===== src/rtl/rv32_muldiv_pkg.sv =====
// Shared types and decode helpers for the iterative RV32M multiply/divide unit.
`timescale 1ns/1ps
package rv32_muldiv_pkg;

  typedef enum logic [2:0] {
    OP_MUL    = 3'd0,
    OP_MULH   = 3'd1,
    OP_MULHSU = 3'd2,
    OP_MULHU  = 3'd3,
    OP_DIV    = 3'd4,
    OP_DIVU   = 3'd5,
    OP_REM    = 3'd6,
    OP_REMU   = 3'd7
  } op_e;

  typedef enum logic [1:0] {
    IDLE  = 2'd0,
    CALC  = 2'd1,
    FIXUP = 2'd2,
    DONE  = 2'd3
  } state_e;

  function automatic logic is_div(input op_e op);
    return op[2];
  endfunction

  function automatic logic is_rem(input op_e op);
    return (op == OP_REM) || (op == OP_REMU);
  endfunction

  function automatic logic is_signed_rs1(input op_e op);
    return (op == OP_MULH) || (op == OP_MULHSU) || (op == OP_DIV) || (op == OP_REM);
  endfunction

  function automatic logic is_signed_rs2(input op_e op);
    return (op == OP_MULH) || (op == OP_DIV) || (op == OP_REM);
  endfunction

  function automatic logic wants_high(input op_e op);
    return (op == OP_MULH) || (op == OP_MULHSU) || (op == OP_MULHU);
  endfunction

endpackage


===== src/rtl/rv32_muldiv_step.sv =====
// One combinational iteration: shift-add multiply or restoring trial-subtract divide.
// The quotient bit is returned separately; the caller merges it into bit 0 of the accumulator.
`timescale 1ns/1ps
module rv32_muldiv_step #(
  parameter int XLEN = 32
) (
  input  logic              div_i,
  input  logic [2*XLEN-1:0] acc_i,
  input  logic [XLEN-1:0]   operand_i,
  output logic [2*XLEN-1:0] acc_o,
  output logic              qbit_o
);

  logic [XLEN:0]   mulSum;
  logic [XLEN:0]   remShift;
  logic [XLEN-1:0] remDiff;

  // Multiply keeps the multiplier in the low half and shifts the product in from the top;
  // divide keeps the remainder in the high half and shifts dividend bits out of the low half.
  always_comb begin
    mulSum   = {1'b0, acc_i[2*XLEN-1:XLEN]} + (acc_i[0] ? {1'b0, operand_i} : '0);
    remShift = {acc_i[2*XLEN-1:XLEN], acc_i[XLEN-1]};
    remDiff  = remShift[XLEN-1:0] - operand_i;
    qbit_o   = 1'b0;
    acc_o    = {mulSum, acc_i[XLEN-1:1]};
    if (div_i) begin
      qbit_o = (remShift >= {1'b0, operand_i});
      acc_o  = {(qbit_o ? remDiff : remShift[XLEN-1:0]), acc_i[XLEN-2:0], 1'b0};
    end
  end

endmodule


===== src/rtl/rv32_muldiv.sv =====
// Iterative RV32M multiply/divide unit with valid/ready request side and one-cycle result pulse.
// Define RV32_MULDIV_FAST_MUL_EN to compute multiplies in a single cycle (division stays iterative).
`timescale 1ns/1ps
module rv32_muldiv
  import rv32_muldiv_pkg::*;
#(
  parameter int XLEN = 32
) (
  input  logic            clk,
  input  logic            reset_n,
  input  logic            valid_in,
  output logic            ready_out,
  input  logic            flush_in,
  input  logic [2:0]      op_in,
  input  logic [XLEN-1:0] rs1_value_in,
  input  logic [XLEN-1:0] rs2_value_in,
  output logic            valid_out,
  output logic [XLEN-1:0] result_out
);

  localparam int CW = $clog2(XLEN);

  state_e            state_q, state_d;
  op_e               op_q, opIn;
  logic [CW-1:0]     cnt_q;
  logic [2*XLEN-1:0] acc_q, stepAcc, prod;
  logic [XLEN-1:0]   opnd_q, rs1_q, result_q, fixResult, mag1, mag2, quo, rem;
  logic              sign1_q, sign2_q, divZero_q, sign1, sign2, stepQbit, accept, fastGo;

  assign opIn   = op_e'(op_in);
  assign accept = valid_in && ready_out && !flush_in;
  assign sign1  = is_signed_rs1(opIn) && rs1_value_in[XLEN-1];
  assign sign2  = is_signed_rs2(opIn) && rs2_value_in[XLEN-1];
  assign mag1   = sign1 ? -rs1_value_in : rs1_value_in;
  assign mag2   = sign2 ? -rs2_value_in : rs2_value_in;

`ifdef RV32_MULDIV_FAST_MUL_EN
  logic signed [2*XLEN-1:0] fastA, fastB, fastProd;
  logic        [XLEN-1:0]   fastResult;

  // Sign-extending to 2*XLEN is the (XLEN+1)x(XLEN+1) signed product truncated to what we need.
  assign fastGo     = !is_div(opIn);
  assign fastA      = {{XLEN{sign1}}, rs1_value_in};
  assign fastB      = {{XLEN{sign2}}, rs2_value_in};
  assign fastProd   = fastA * fastB;
  assign fastResult = wants_high(opIn) ? fastProd[2*XLEN-1:XLEN] : fastProd[XLEN-1:0];
`else
  assign fastGo = 1'b0;
`endif

  rv32_muldiv_step #(.XLEN(XLEN)) u_step (
    .div_i     (is_div(op_q)),
    .acc_i     (acc_q),
    .operand_i (opnd_q),
    .acc_o     (stepAcc),
    .qbit_o    (stepQbit)
  );

  always_ff @(posedge clk or negedge reset_n) begin
    if (!reset_n) state_q <= IDLE;
    else          state_q <= state_d;
  end

  always_comb begin
    state_d = state_q;
    if (flush_in) begin
      state_d = IDLE;
    end else begin
      case (state_q)
        IDLE:    if (accept) state_d = fastGo ? DONE : CALC;
        CALC:    if (cnt_q == '0) state_d = FIXUP;
        FIXUP:   state_d = DONE;
        DONE:    state_d = IDLE;
        default: state_d = IDLE;
      endcase
    end
  end

  always_comb begin
    ready_out = (state_q == IDLE);
    valid_out = (state_q == DONE) && !flush_in;
  end

  // Sign correction; divide-by-zero overrides both results, overflow falls out of the magnitudes.
  always_comb begin
    prod = (sign1_q ^ sign2_q) ? -acc_q : acc_q;
    quo  = (sign1_q ^ sign2_q) ? -acc_q[XLEN-1:0] : acc_q[XLEN-1:0];
    rem  = sign1_q ? -acc_q[2*XLEN-1:XLEN] : acc_q[2*XLEN-1:XLEN];
    if (divZero_q) begin
      quo = '1;
      rem = rs1_q;
    end
    if (is_div(op_q)) fixResult = is_rem(op_q) ? rem : quo;
    else              fixResult = wants_high(op_q) ? prod[2*XLEN-1:XLEN] : prod[XLEN-1:0];
  end

  always_ff @(posedge clk or negedge reset_n) begin
    if (!reset_n) begin
      op_q      <= OP_MUL;
      cnt_q     <= '0;
      acc_q     <= '0;
      opnd_q    <= '0;
      rs1_q     <= '0;
      sign1_q   <= 1'b0;
      sign2_q   <= 1'b0;
      divZero_q <= 1'b0;
      result_q  <= '0;
    end else begin
      if (accept) begin
        op_q      <= opIn;
        rs1_q     <= rs1_value_in;
        sign1_q   <= sign1;
        sign2_q   <= sign2;
        divZero_q <= (rs2_value_in == '0);
        cnt_q     <= CW'(XLEN - 1);
        if (is_div(opIn)) begin
          acc_q  <= {{XLEN{1'b0}}, mag1};
          opnd_q <= mag2;
        end else begin
          acc_q  <= {{XLEN{1'b0}}, mag2};
          opnd_q <= mag1;
        end
      end else if (state_q == CALC && !flush_in) begin
        acc_q <= stepAcc | {{(2*XLEN-1){1'b0}}, stepQbit};
        if (cnt_q != '0) cnt_q <= cnt_q - CW'(1);
      end
      if (state_q == FIXUP && !flush_in) result_q <= fixResult;
`ifdef RV32_MULDIV_FAST_MUL_EN
      if (accept && fastGo) result_q <= fastResult;
`endif
    end
  end

  assign result_out = result_q;

endmodule

===== config.mk =====
export PLATFORM = sky130hd
export DESIGN_NAME = rv32_muldiv
export DESIGN_NICKNAME = d
export VERILOG_FILES = /design/src/rtl/rv32_muldiv_pkg.sv /design/src/rtl/rv32_muldiv_step.sv /design/src/rtl/rv32_muldiv.sv
export SDC_FILE = /design/constraint.sdc
export NUM_CORES = 1
export LEC_CHECK = 0
export CAP_MARGIN = 15
export CORE_ASPECT_RATIO = 1.2
export CORE_MARGIN = 1.5
export CORE_UTILIZATION = 30
export DETAILED_ROUTE_END_ITERATION = 16
export HOLD_SLACK_MARGIN = 0.06
export PLACE_DENSITY_LB_ADDON = 0.12
export RECOVER_POWER = 25
export SETUP_SLACK_MARGIN = 0.15
export SYNTH_ARGS = -nofsm -noshare
export SYNTH_HDL_FRONTEND = slang
export SYNTH_SLANG_ARGS = --single-unit

===== constraint.sdc =====
create_clock -name clk -period 5.1 [get_ports clk]
set_clock_uncertainty 0.05 [all_clocks]
set_input_delay 1.02 -clock clk [delete_from_list [all_inputs] [get_ports clk]]
set_output_delay 1.02 -clock clk [all_outputs]
set_load 0.01 [all_outputs]

==> results.json, run 1 <==
{
  "gr-total-overflow": 0,
  "fin_cells": 2849,
  "peakVddDrop_mv": 0.304,
  "violations": "max-capacitance violations, max-slew violations",
  "synth_edf_count": 0,
  "min_from": "result_out[22]",
  "hold_path_class": "reg2reg",
  "fillers": 5577,
  "synth_compound_area_share_pct": 25.4,
  "post-synth-top-count-cell": "nand2_1",
  "clockBufferDepth": 2,
  "placed_area_um2": 17500,
  "first_global_vias": 15400,
  "numCtsBuffers": 17,
  "synth_top_area_share_pct": 27.5,
  "drt_pass1_iterations": 6,
  "antenna_cells": 0,
  "numClockSinks": 173,
  "synth_xor_area_share_pct": 11.6,
  "yosys_warnings": 0,
  "num_vias": 15800,
  "grt_max_degree": 89,
  "grt_antenna_before_repair": 0,
  "min_to": "result_out[22]",
  "die_h_um": 254,
  "slew_violations": 69,
  "finalSetupViolations": 0,
  "gp_congestion": 0.909,
  "fmax_mhz": 249,
  "min_path_cells": 2,
  "layout-drive-gt1-share_pct": 4.97,
  "ys_seq_elements": 173,
  "r2r_end": "acc_q[62]",
  "start_util_pct": 30.5,
  "reg2reg_from": "acc_q[0]",
  "crit_fanout": 21,
  "grt_pass1_wl_mm": 100,
  "core_um2": 51700,
  "ctsHoldBuffers": 0,
  "cts_tree": "built",
  "root_buffer": "clkbuf_16",
  "r2r_slack_ns": 1.09,
  "io_buffers": 104,
  "fp-row-count": 91,
  "yosysTopAreaCell": "dfrtp_1",
  "max-slew-margin-rel_pct": -45.6,
  "async_reset_ff_share_pct": 100,
  "clk_latency_ns": 0.48,
  "cp.required_ns": 5.39,
  "htreeDepth": 4,
  "clk_pin_slew_worst_paths_ns": 0.07,
  "worst_pin_slew_ns": 2.18,
  "drt_iter0_markers": 1202,
  "area_delta_synth_final_pct": 15.0,
  "hpwl_mm": 52.8,
  "min_period_ns": 4.01,
  "grt_util_all_layers_pct": 25.2,
  "postCtsResizedCells": 0,
  "crit_type": "reg2reg",
  "drc": 0,
  "yosys-top-cells-count": "nand2_1, a21oi_1, nor2_1, o21ai_0, dfrtp_1",
  "status": "finished, violations left",
  "nets": 2286,
  "synth-main-ff-cell": "dfrtp_1",
  "hold_viol": 0,
  "wl_per_cell_um": 23.6,
  "cp-end-kind": "flop",
  "synthAdderAreaFrac_pct": 6.13,
  "viasPerCell": 5.55,
  "synth_top_family_by_area": "compound AO/OA/AOI/OAI gates",
  "ys_top_cells_by_area": "dfrtp_1, nand2_1, a21oi_1, xnor2_1, ha_1",
  "synth_mux_area_share_pct": 3.60,
  "postRouteWirelength_mm": 67.4,
  "syn_avg_cell_area_um2": 7.45,
  "leakagePower_uw": 0.00770,
  "synthesis.nets": 2263,
  "syn_inst": 2116,
  "p_total_uw": 13300,
  "power.density_nw_per_um2": 734,
  "syn_area_um2": 15800,
  "die_area_um2": 53900,
  "io_pins": 105,
  "yosysUniqueCellTypes": 72,
  "detail-route-antenna-nets": 0,
  "rsz0062_at_grt": "no",
  "die-width_um": 212,
  "post-route-period-util_pct": 78.7,
  "drv_cap": 2,
  "fin_tns_setup_ns": 0,
  "synth-simple-area-share_pct": 20.6,
  "dp.cells": 2817,
  "synth-seq-area-share_pct": 27.5,
  "stdcell_area_um2": 18100,
  "whs_ns": 0.430,
  "arrival_ns": 4.30,
  "r2r_cells": 15,
  "start_kind": "flop",
  "post_cts_buffers": 0
}
## metal layers
| metal | up-vias | global-route usage (%) | part of all wire, % |
|---|---|---|---|
| met2 | 487 | 42.5 | 48 |
| met1 | 7736 | 32.6 | 44 |
| met3 | 98 | 2.93 | 4.9 |
| li1 | 7493 | - | - |
| met4 | 0 | 10.4 | 3.7 |
| met5 | - | 0 | 0 |
## stage by stage
step           worst slack, ns  util, %
6_report                  1.09     35.1
5_1_grt                  0.811     35.1
4_1_cts                   1.05     35.1
3_5_place_dp             0.786     33.9
3_3_place_gp             0.754     33.9
2_1_floorplan             1.77        -
## layout by cell type (no fill, tap or decap), types with 8 or more instances in the layout
cell,instances
o21ai_1,10
a221oi_1,12
and3_1,10
o221ai_1,9
ha_1,74
or3_1,18
a22oi_1,22
mux2_2,14
clkdlybuf4s50_1,102
nand3_1,33
a21o_1,31
a211oi_1,20
o21bai_1,8
dfrtp_1,172
a21oi_1,210
xnor2_1,111
o31ai_1,21
o21ai_0,183
o21a_1,15
nor3_1,50
clkbuf_16,17
xor2_1,95
nand2b_1,20
o211ai_1,23
mux2i_1,41
nor2b_1,22
nor2_1,198
o22ai_1,22
nor4_1,16
a31oi_1,17
nand2_1,312
buf_4,39
and2_1,14
a221o_1,11
inv_1,70
## final cells by class
type / instances / area [um^2] / area share [%]
clock buffer: 20 / 437 / 2.41
clock inverter: 12 / 180 / 0.994
inverter: 71 / 267 / 1.47
multi-input combinational: 1729 / 10700 / 58.8
sequential: 173 / 4330 / 23.9
tap: 697 / 872 / 4.81
timing repair buffer: 147 / 1380 / 7.61
## critical path, stage by stage (launching register included)
cell and delay, ns:
dfrtp_1 0.47, clkinv_1 0.46, buf_4 0.41, nor2_1 0.15, ha_1 0.26, inv_1 0.14
nor3_1 0.20, nand2_1 0.07, a21boi_0 0.13, buf_4 0.20, a211oi_1 0.47, nor2_1 0.20
nor3_1 0.30, or3_1 0.17, xnor2_1 0.10, o21ai_0 0.08
## sequential cells by signal, summed over array words and instances (netlist names)
signal,count
acc_q,64
opnd_q,32
result_out,32
rs1_q,32
cnt_q,5
op_q,3
state_q,2
divZero_q,1
sign1_q,1
sign2_q,1
## worst max path at each step
stage                    start             end  slack (ns)  depth (start not counted)
3_5_place_dp   rs1_value_in[8]      opnd_q[30]        0.79                         10
4_1_cts               acc_q[0]       acc_q[62]        1.05                         15
3_3_place_gp   rs1_value_in[8]      opnd_q[30]        0.75                         10
2_1_floorplan  rs1_value_in[8]       acc_q[28]        1.77                          9
6_report              acc_q[0]       acc_q[62]        1.09                         15
5_1_grt              acc_q[33]  result_out[24]        0.81                         12
## cell families (layout without fill, tap and decap cells)
kind of cell | count (synthesis) | after routing
buf+inv | 214 | 250
simple gates | 731 | 731
flops | 173 | 173
xor+xnor | 208 | 208
fa+ha+maj | 76 | 76
mux | 55 | 55
compound gates | 659 | 659
## power breakdown
group | switching [uW] | total [uW] | internal [uW]
sequential | 1030 | 3010 | 1990
clock | 675 | 1460 | 787
combinational | 5450 | 8830 | 3390
Note: power is estimated with default switching activity, not from simulation.
==> run 2: changes to the inputs <==
- clock period: 5.1 -> 4 ns (I/O delays scaled with it)
==> results.json, run 2 (synthesis results as in run 1) <==
{
  "status": "finished, violations left",
  "violations": "max-capacitance violations, max-slew violations",
  "die_h_um": 254,
  "fin_tns_setup_ns": 0,
  "met3_usage_pct": 3.14,
  "worst_pin_slew_ns": 2.15,
  "fmax_mhz": 269,
  "start_util_pct": 30.5,
  "min_to": "result_out[1]",
  "area_delta_synth_final_pct": 18.3,
  "placed_area_um2": 18100,
  "power.density_nw_per_um2": 941,
  "leakagePower_uw": 0.00803,
  "die-width_um": 212,
  "grtUsageMet1_pct": 33.4,
  "rsz0062_at_grt": "no",
  "wl_per_cell_um": 24.0,
  "drt_iter0_markers": 1274,
  "hold_path_class": "reg2reg",
  "io_pins": 105,
  "io_buffers": 104,
  "drc": 0,
  "gp_congestion": 0.940,
  "largest_reg_flops": 64,
  "peakVddDrop_mv": 0.457,
  "numClockSinks": 173,
  "cp_cell_sequence": "nor4_2, buf_4, nand3_1, and4b_1, nand2_1, o21ai_0, xnor2_1, a221oi_1, buf_4, o21ai_1",
  "crit_path_frequent_cell": "buf_4",
  "worst_path_dominant_cell_family": "simple AND/OR/NAND/NOR gates",
  "cts_tree": "built",
  "min_path_cells": 2,
  "clockBufferDepth": 2,
  "p_total_uw": 17500,
  "finalSetupViolations": 0,
  "r2r_slack_ns": 0.28,
  "crit_slowest_cell": "nor4_2",
  "clk_latency_ns": 0.51,
  "hpwl_mm": 55.4,
  "gr-total-overflow": 0,
  "use_met2_pct": 45.0,
  "crit_fanout": 13,
  "grt_max_degree": 95,
  "hold_viol": 0,
  "max-slew-margin-rel_pct": -43.3,
  "r2r_cells": 10,
  "crit_buf_inv": 2,
  "fp-row-count": 91,
  "num_vias": 16300,
  "arrival_ns": 4.03,
  "layout_setup_ws_ns": 0.277,
  "grt_util_all_layers_pct": 26.3,
  "cp.required_ns": 4.31,
  "cp_slowest_stage_delay_ns": 0.56,
  "detail-route-antenna-nets": 0,
  "viasPerCell": 5.57,
  "min_from": "result_out[1]",
  "layout_commonest_cell": "nand2_1",
  "r2r_end": "result_out[5]",
  "drt_pass1_iterations": 5,
  "crit_type": "reg2reg",
  "core_um2": 51700,
  "numCtsBuffers": 17,
  "preCtsSetupSlack_ns": 0.136,
  "drv_cap": 1,
  "nets": 2354,
  "first_global_vias": 15900,
  "grt_antenna_before_repair": 0,
  "top_usage_layer": "met2",
  "htreeDepth": 4,
  "reg2reg_from": "acc_q[5]",
  "post-route-period-util_pct": 93.1,
  "root_buffer": "clkbuf_16",
  "postRouteWirelength_mm": 70.1,
  "slew_violations": 71,
  "min_period_ns": 3.72,
  "layout-drive-gt1-share_pct": 8.15,
  "ctsHoldBuffers": 0,
  "clk_pin_slew_worst_paths_ns": 0.08,
  "antenna_cells": 0,
  "stdcell_area_um2": 18600,
  "cp-end-kind": "flop",
  "start_kind": "flop",
  "grt_pass1_wl_mm": 104,
  "final_cell_mix": "nand2_1, a21oi_1, nor2_1",
  "die_area_um2": 53900,
  "regMostFlops": "acc_q"
}
==> run 2: changes by cell type in the layout (fill, tap and decap cells not counted), sizes merged <==
cell | before | now
clkbuf | 23 | 19
clkinv | 5 | 7
buf | 42 | 111
bufinv | 3 | 0
inv | 74 | 78
==> run 2: power by group <==
group	internal (uW)	total, uW	switching [uW]
registers	2530	3640	1110
clock network	836	1760	921
logic	4700	12100	7420
==> run 2: metrics by stage <==
stage	hold slack [ns]	utilization (%)	instances
final	0.429	36.1	2917
after global routing	0.459	36.1	2917
after CTS	0.279	36.1	2917
after detailed placement	0.415	34.9	2885
after global placement	0.412	34.9	2885
after floorplan	0.390	-	2116
==> run 2: worst reg2reg max path, stage by stage (launching register included) <==
cell      delay, ns
dfrtp_1        0.52
nor4_2         0.56
buf_4          0.23
nand3_1        0.14
and4b_1        0.45
nand2_1        0.41
o21ai_0        0.34
xnor2_1        0.10
a221oi_1       0.52
buf_4          0.21
o21ai_1        0.05
==> run 2: area by class of cell <==
class	count	area [um^2]
fillers	5552	33100
multi-input cells	1729	10700
flip-flops and latches	173	4330
repair buffers	215	1910
well taps	697	872
clock buffers	17	425
inverters	71	267
clock inverters	15	165
==> run 2: worst max-delay path by stage <==
stage / startpoint / end / slack (ns) / cells after the start
finish: acc_q[5] / result_out[5] / 0.28 / 10
detailed placement: acc_q[5] / result_out[5] / 0.14 / 10
floorplan: rs1_value_in[8] / acc_q[28] / 0.89 / 9
global route: acc_q[18] / result_out[5] / 0.18 / 9
CTS: acc_q[5] / result_out[5] / 0.34 / 10
global placement: acc_q[5] / result_out[5] / 0.11 / 10
==> run 2: timing repair <==
| item | 4_1_cts | 5_1_grt |
|---|---|---|
| buffers inserted | 0 | 0 |
| gates resized for setup | 1 | 0 |
| setup endpoints to repair | 1 | 0 |
==> run 2: per-layer routing <==
| metal | vias to the layer above | part of all wire, % |
|---|---|---|
| met5 | - | 0 |
| met2 | 515 | 49 |
| met3 | 101 | 4.7 |
| met4 | 0 | 4.0 |
| met1 | 7995 | 43 |
| li1 | 7650 | - |
==> run 3: changes to the inputs <==
- CTS_BUF_LIST: default -> sky130_fd_sc_hd__clkbuf_8
- SETUP_SLACK_MARGIN: 0.15 -> 0.3
==> results.json, run 3 (synthesis results as in run 1) <==
{
  "r2r_cells": 10,
  "io_buffers": 104,
  "violations": "max-capacitance violations, max-slew violations",
  "grt_util_all_layers_pct": 26.3,
  "num_vias": 16200,
  "viasPerCell": 5.56,
  "drv_cap": 1,
  "gr-total-overflow": 0,
  "fin_cells": 2919,
  "io_pins": 105,
  "gp_congestion": 0.940,
  "worst_pin_slew_ns": 2.14,
  "hold_viol": 0,
  "fp-row-count": 91,
  "first_global_vias": 15900,
  "root_buffer": "clkbuf_8",
  "r2r_end": "result_out[4]",
  "ctsHoldBuffers": 0,
  "layout_commonest_cell": "nand2_1",
  "power.density_nw_per_um2": 929,
  "detail-route-antenna-nets": 0,
  "drt_pass1_iterations": 5,
  "rsz0062_at_grt": "no",
  "top_usage_layer": "met2",
  "clk_pin_slew_worst_paths_ns": 0.12,
  "critPathLaunch": "acc_q[5]",
  "reg2reg_from": "acc_q[5]",
  "use_met2_pct": 44.9,
  "postRouteWirelength_mm": 70.2,
  "cp.required_ns": 4.39,
  "post-route-period-util_pct": 89.0,
  "hpwl_mm": 55.4,
  "min_from": "result_out[1]",
  "crit_type": "reg2reg",
  "fmax_mhz": 281,
  "peakVddDrop_mv": 0.453,
  "die-width_um": 212,
  "area_delta_synth_final_pct": 17.3,
  "finalSetupViolations": 0,
  "status": "finished, violations left",
  "regMostFlops": "acc_q",
  "die_h_um": 254,
  "dp.cells": 2885,
  "drt_iter0_markers": 1287,
  "wl_per_cell_um": 24.0,
  "r2r_slack_ns": 0.44,
  "post_cts_buffers": 0,
  "hold_path_class": "reg2reg",
  "cts_tree": "built",
  "met3_usage_pct": 3.68,
  "fin_tns_setup_ns": 0,
  "numCtsBuffers": 17,
  "slew_violations": 71,
  "min_to": "result_out[1]",
  "final_cell_mix": "nand2_1, a21oi_1, nor2_1",
  "arrival_ns": 3.96,
  "p_total_uw": 17200,
  "leakagePower_uw": 0.00795,
  "largest_reg_flops": 64,
  "grt_antenna_before_repair": 1,
  "nets": 2354,
  "layout-drive-gt1-share_pct": 8.60,
  "start_util_pct": 30.5,
  "numClockSinks": 173,
  "start_kind": "flop",
  "cp-end-kind": "flop",
  "min_path_cells": 2,
  "min_period_ns": 3.56,
  "drc": 0,
  "core_um2": 51700,
  "clk_latency_ns": 0.59,
  "max-slew-margin-rel_pct": -42.8,
  "die_area_um2": 53900,
  "fillers": 5572,
  "grt_pass1_wl_mm": 104,
  "grt_max_degree": 95,
  "htreeDepth": 4,
  "clockBufferDepth": 2,
  "crit_fanout": 10,
  "grtUsageMet1_pct": 33.3
}
-- run 3: worst max-delay path by stage --
stage | cells after the start | slack, ns | end
floorplan | 9 | 0.89 | acc_q[28]
global placement | 10 | 0.11 | result_out[5]
detailed placement | 10 | 0.14 | result_out[5]
CTS | 10 | 0.34 | result_out[5]
global route | 15 | 0.32 | acc_q[59]
finish | 10 | 0.44 | result_out[4]
-- run 3: cell type report --
cell class / instances / area, um^2 / area share [%]
flip-flops and latches: 173 / 4330 / 23.4
repair buffers: 215 / 1910 / 10.3
clock inverters: 15 / 165 / 0.893
inverters: 71 / 267 / 1.44
multi-input cells: 1729 / 10700 / 57.9
diodes: 2 / 5.00 / 0.0271
clock buffers: 17 / 234 / 1.27
well taps: 697 / 872 / 4.72
-- run 3: per-stage QoR --
step	hold WS [ns]	worst slack (ns)	cell area (um^2)	util (%)
after floorplan	0.390	0.892	15800	-
after CTS	0.166	0.337	18500	35.7
final	0.438	0.439	18500	35.8
after global placement	0.412	0.113	18100	34.9
after detailed placement	0.415	0.136	18100	34.9
after global routing	0.468	0.318	18500	35.8
-- run 3: report_power, final --
group | switching, uW | internal, uW | leakage (uW)
Combinational | 7480 | 4710 | 0.00563
Clock | 879 | 469 | 0.000197
Sequential | 1110 | 2530 | 0.00212
Total | 9460 | 7720 | 0.00795
-- run 3: worst max-delay path, stage by stage (launching register included) --
cell and delay, ns:
dfrtp_1 0.52, nor4_2 0.54, buf_4 0.23, and4b_1 0.30, and3_1 0.17, and3_1 0.50, a21oi_1 0.15, xor2_1 0.18
a221oi_1 0.50, buf_4 0.20, o21ai_0 0.06
-- run 3: per-layer routing --
metal / vias to the layer above / wire (um)
met5: - / 0
met4: 0 / 2880
met3: 104 / 3250
met2: 511 / 33900
met1: 7969 / 30200
li1: 7647 / -
-- run 3: repair_timing --
action / in CTS / in global routing
setup endpoints to repair: 3 / 12
gates resized for setup: 1 / 10
endpoints found under the hold margin: 0 / 0
